## src/rtl/adc_pkg.sv

```systemverilog
// adc_pkg: shared constants, scan states and lowest-set-bit helper for the ADC scan block
package adc_pkg;
  localparam int NUM_CH = 8;
  localparam int BITS = 10;
  localparam int TIMEOUT = 64;
  localparam int CW = $clog2(NUM_CH);
  localparam int BW = $clog2(BITS);
  localparam int WW = $clog2(TIMEOUT);
  typedef enum logic [2:0] {IDLE, SELECT, CONV, SHIFT, DONE} state_t;
  function automatic logic [CW-1:0] lsb_idx(input logic [NUM_CH-1:0] v);
    lsb_idx = '0;
    for (int i = NUM_CH - 1; i >= 0; i--) if (v[i]) lsb_idx = CW'(i);
  endfunction
endpackage

```

## src/rtl/adc_prio_enc.sv

```systemverilog
// adc_prio_enc: index of the lowest set bit of a channel vector plus a non-empty flag
module adc_prio_enc
  import adc_pkg::*;
(
  input  logic [NUM_CH-1:0] vec,
  output logic [CW-1:0]     idx,
  output logic              valid
);
  assign idx = lsb_idx(vec);
  assign valid = |vec;
endmodule

```

## src/rtl/adc_scan_ctrl.sv

```systemverilog
// adc_scan_ctrl: sequences conversion and serial capture across the enabled ADC channels
module adc_scan_ctrl
  import adc_pkg::*;
(
  input  logic              clk,
  input  logic              rst,
  input  logic              start,
  input  logic              cont,
  input  logic [NUM_CH-1:0] chan_mask,
  input  logic              bit_valid,
  output logic              conv_start,
  output logic [NUM_CH-1:0] adc_sel,
  output logic [CW-1:0]     ch_idx,
  output logic              chan_done,
  output logic              timeout_err,
  output logic              frame_done,
  output logic              busy
);
  state_t state, state_n;
  logic [NUM_CH-1:0] pending, pending_n, oh, rem, enc_in;
  logic [BW-1:0] bit_cnt, bit_cnt_n;
  logic [WW-1:0] wait_cnt, wait_cnt_n;
  logic [CW-1:0] ch_idx_n, enc_idx;
  logic aborted, aborted_n, enc_vld, last_bit, expire;
  assign oh = NUM_CH'(1) << ch_idx;
  assign rem = pending & ~oh;
  assign enc_in = (state == SELECT) ? pending : rem;
  adc_prio_enc u_enc (.vec(enc_in), .idx(enc_idx), .valid(enc_vld));
  assign last_bit = bit_valid && bit_cnt == BW'(BITS - 1);
  // a bit arriving on the threshold cycle wins over the timeout
  assign expire = state == SHIFT && !bit_valid && wait_cnt == WW'(TIMEOUT - 1);
  assign conv_start = state == CONV;
  assign adc_sel = (state == SHIFT && bit_valid) ? oh : '0;
  assign chan_done = state == DONE && !aborted;
  assign frame_done = state == DONE && !enc_vld;
  assign timeout_err = expire;
  assign busy = state != IDLE;
  // state and scan bookkeeping registers
  always_ff @(posedge clk) begin
    if (rst) begin
      state <= IDLE;
      pending <= '0;
      bit_cnt <= '0;
      wait_cnt <= '0;
      ch_idx <= '0;
      aborted <= 1'b0;
    end else begin
      state <= state_n;
      pending <= pending_n;
      bit_cnt <= bit_cnt_n;
      wait_cnt <= wait_cnt_n;
      ch_idx <= ch_idx_n;
      aborted <= aborted_n;
    end
  end
  // next-state: pick channel, trigger, count bits or give up, then advance the frame
  always_comb begin
    state_n = state;
    pending_n = pending;
    bit_cnt_n = bit_cnt;
    wait_cnt_n = wait_cnt;
    ch_idx_n = ch_idx;
    aborted_n = aborted;
    case (state)
      IDLE: if (start && |chan_mask) begin
        pending_n = chan_mask;
        state_n = SELECT;
      end
      SELECT: begin
        ch_idx_n = enc_idx;
        bit_cnt_n = '0;
        wait_cnt_n = '0;
        aborted_n = 1'b0;
        state_n = CONV;
      end
      CONV: state_n = SHIFT;
      SHIFT: if (bit_valid) begin
        bit_cnt_n = bit_cnt + 1'b1;
        wait_cnt_n = '0;
        state_n = last_bit ? DONE : SHIFT;
      end else if (expire) begin
        pending_n = rem;
        aborted_n = 1'b1;
        state_n = enc_vld ? SELECT : DONE;
      end else begin
        wait_cnt_n = wait_cnt + 1'b1;
      end
      DONE: begin
        pending_n = (!enc_vld && cont) ? chan_mask : rem;
        state_n = (enc_vld || (cont && |chan_mask)) ? SELECT : IDLE;
      end
      default: state_n = IDLE;
    endcase
  end
endmodule

```

## config.mk

```make
export PLATFORM = sky130hd
export DESIGN_NAME = adc_scan_ctrl
export DESIGN_NICKNAME = d
export VERILOG_FILES = /design/src/rtl/adc_pkg.sv /design/src/rtl/adc_prio_enc.sv /design/src/rtl/adc_scan_ctrl.sv
export SDC_FILE = /design/constraint.sdc
export NUM_CORES = 1
export LEC_CHECK = 0
export CAP_MARGIN = 20
export CORE_UTILIZATION = 55
export CTS_BUF_LIST = sky130_fd_sc_hd__clkbuf_8
export DETAILED_ROUTE_END_ITERATION = 8
export GPL_TIMING_DRIVEN = 0
export PLACE_DENSITY_LB_ADDON = 0.25
export SLEW_MARGIN = 5
export SYNTH_ARGS = -nofsm -noshare
export SYNTH_HDL_FRONTEND = slang
export SYNTH_HIERARCHICAL = 1
export SYNTH_SLANG_ARGS = --single-unit
```

## constraint.sdc

```tcl
create_clock -name clk -period 6.12 [get_ports clk]
set_input_delay 1.224 -clock clk [delete_from_list [all_inputs] [get_ports clk]]
set_output_delay 1.224 -clock clk [all_outputs]
set_load 0.005 [all_outputs]
```

==> out/metrics.yaml <==
status: "finished, final reports clean"
grt_pass1_vias: 1494
finalSetupViolCount: 0
p_seq_frac: 0.428
clock_skew_ps: 9.348
drt-initial-drc-count: 78
synthTopCellsByArea: "dfxtp_1 (31%), nor2_1 (6.5%), nand2_1 (4.4%), a221oi_1 (4.3%), o32ai_1 (3.8%)"
holdCritPathClass: "reg2reg"
p_sw_frac: 0.3302
worstMarginPinSlew_ps: 702.3
ios: 29
critPathRequiredTime_ps: 4900
grt_overflow_total: 0
start_util: 0.5848
antenna_left: 0
die_h_um: 56.38
grt_usage: 0.2705
place_worst_setup_slack_ps: 1995
avgSynthCellArea_um2: 8.013
period_share: 0.6794
hold_viol_final: 0
wl_per_cell_um: 15.41
num-fill-cells: 237
synthCells: 203
fin_cells: 266
arrival_ps: 2930
drc: 0
ir_drop_mv: 0.1987
tns_ps: 0
clk_latency_ps: 280
ctsResizeCount: 0
post_cts_buffers: 0
rsz0062_at_grt: "no"
area_growth_pct: 22.62
cts_root_buf: "clkbuf_8"
multi_input_area_um2: 996.0
relSlewSlack: 0.5276
fin_ws_ps: 1962
synth_top_cell_area_share: 0.3077
dr.pass1.iters: 4
timing.fmax_mhz: 240.5
numCtsBuffers: 3
p_comb_frac: 0.331
dieArea_um2: 3179
synth_warnings: 6
clk_pin_slew_worst_paths_ps: 80
via_count: 1666
ys.flop_type: "dfxtp_1"
grt_max_degree: 16
numPortBuffers: 28
cts_tree: "yes"
core-area_um2: 2781
crit_path_end_kind: "primary output"
diodes: 0
max_cap_violations: 0
drv_slew: 0
clockBufferDepth: 2
place.gp.congestion: 0.8701
critPathMaxFanout: 10
place_inst: 262
fp.dieW_um: 56.38
nets: 252
routed_wl_um: 4098
ys_seq_area_frac: 0.3077
p_switching_mw: 0.1389
async_flop_share: 0
synth_seq_cells: 25
clock_sinks: 25
register_area_um2: 500.5
crit_type: "in2out"
ys_types: 56
yosysTopAreaCell: "dfxtp_1"
cp-start-kind: "primary input"
htreeDepth: 1
row_count: 19
synth_edf_count: 0
synth_area_um2: 1627
grt_antenna_before_repair: 0
cts-hold-fix-buffers: 0
grt_pass1_wl_um: 6803
syn-num-nets: 219
dp_hpwl_um: 3127
p_int_mw: 0.2818
power.density_nw_per_um2: 210.9
cellLeakagePower_nw: 0.7065
drive_above_1_share: 0.08936
fin_crit_ps: 4158
avgViaCountPerCell: 6.263
clockPowerShare: 0.241
==> layout make-up <==
cell class	instances	share of cell area
Clock inverter	1	0.003764
Multi-Input combinational cell	150	0.4994
Clock buffer	3	0.02070
Buffer	12	0.03513
Sequential cell	25	0.2509
Inverter	16	0.03011
Timing Repair Buffer	28	0.1405
Tap cell	31	0.01945
==> synth_stat cells (2+ instances only) <==
master,instances
nor2_1,28
o32ai_1,7
a21oi_1,11
xnor2_1,2
ha_1,3
o21ai_0,2
nand4b_1,2
nor4_1,2
nand2_1,19
o21a_1,7
a31oi_1,2
buf_4,2
clkbuf_1,7
nand3b_1,5
o31ai_1,2
nor2b_1,3
a21boi_0,2
or4_1,5
inv_1,16
dfxtp_1,25
nor3_1,4
nand3_1,3
or3b_1,3
a221oi_1,8
and3_1,2
==> placed cells by master, fill, tap and decap left out, types with 2 or more instances in the layout <==
| cell type | netlist | routed |
|---|---|---|
| a21boi_0 | 2 | 2 |
| a21oi_1 | 11 | 11 |
| a221oi_1 | 8 | 8 |
| a31oi_1 | 2 | 2 |
| and3_1 | 2 | 2 |
| buf_4 | 2 | 2 |
| clkbuf_1 | 7 | 7 |
| clkbuf_8 | 1 | 4 |
| clkdlybuf4s50_1 | 0 | 28 |
| dfxtp_1 | 25 | 25 |
| ha_1 | 3 | 3 |
| inv_1 | 16 | 16 |
| nand2_1 | 19 | 19 |
| nand3_1 | 3 | 3 |
| nand3b_1 | 5 | 5 |
| nand4b_1 | 2 | 2 |
| nor2_1 | 28 | 28 |
| nor2b_1 | 3 | 3 |
| nor3_1 | 4 | 4 |
| nor4_1 | 2 | 2 |
| o21a_1 | 7 | 7 |
| o21ai_0 | 2 | 2 |
| o31ai_1 | 2 | 2 |
| o32ai_1 | 7 | 7 |
| or3b_1 | 3 | 3 |
| or4_1 | 5 | 5 |
| xnor2_1 | 2 | 2 |
==> per-layer routing <==
layer | track usage | vias up | share of wire
li1 | - | 806 | -
met3 | 0.03456 | 5 | 0.056
met4 | 0.07317 | 0 | 0.0090
met1 | 0.3739 | 791 | 0.46
met5 | 0 | - | 0
met2 | 0.4439 | 64 | 0.48
==> final timing paths <==
| path | startpoint | endpoint | slack (ps) | cells after the start |
|---|---|---|---|---|
| worst max-delay path | bit_valid | adc_sel[1] | 1960 | 5 |
| worst min-delay path | pending[0] | pending[0] | 480 | 2 |
| worst max register to register | ch_idx[2] | pending[3] | 3130 | 9 |
| worst min register to register | pending[0] | pending[0] | 480 | 2 |
==> cell families (layout without fill, tap and decap cells) <==
family	count (synthesis)	in the layout	synth area share
multiplexers	1	1	0.006154
AO/OA/AOI/OAI	54	54	0.2615
buffers and inverters	28	60	0.08000
adder cells (fa/ha/maj)	3	3	0.02308
XOR/XNOR	3	3	0.01616
flip-flops	25	25	0.3077
AND/OR/NAND/NOR	89	89	0.3054
==> power groups by stage <==
| stage | Combinational (mW) | Clock [mW] | Sequential [mW] |
|---|---|---|---|
| 3_5_place_dp | 0.136 | 0 | 0.184 |
| 6_report | 0.139 | 0.101 | 0.180 |
| 3_3_place_gp | 0.130 | 0 | 0.183 |
| 5_1_grt | 0.152 | 0.110 | 0.181 |
| 4_1_cts | 0.137 | 0.102 | 0.180 |
| 2_1_floorplan | 0.0970 | 0 | 0.182 |
==> worst max-delay path: stages <==
cell	delay [ps]
clkdlybuf4s50_1	580
nand4b_1	200
clkbuf_1	260
nor2_1	150
clkdlybuf4s50_1	520
==> registers in the layout (all words and copies together), names as in the netlist <==
signal,flops
state,3
pending,8
bit_cnt,4
wait_cnt,6
ch_idx,3
aborted,1
==> per-stage QoR <==
step	area [um2]	total power, mW	hold WS, ps	utilization
2_1_floorplan	1627	0.2788	439.0	-
3_3_place_gp	1946	0.3129	454.5	0.6995
3_5_place_dp	1946	0.3197	460.8	0.6995
4_1_cts	1994	0.4190	477.3	0.7170
5_1_grt	1994	0.4440	489.2	0.7170
6_report	1994	0.4207	477.7	0.7170
No activity file was read; power rests on OpenSTA's default activity.
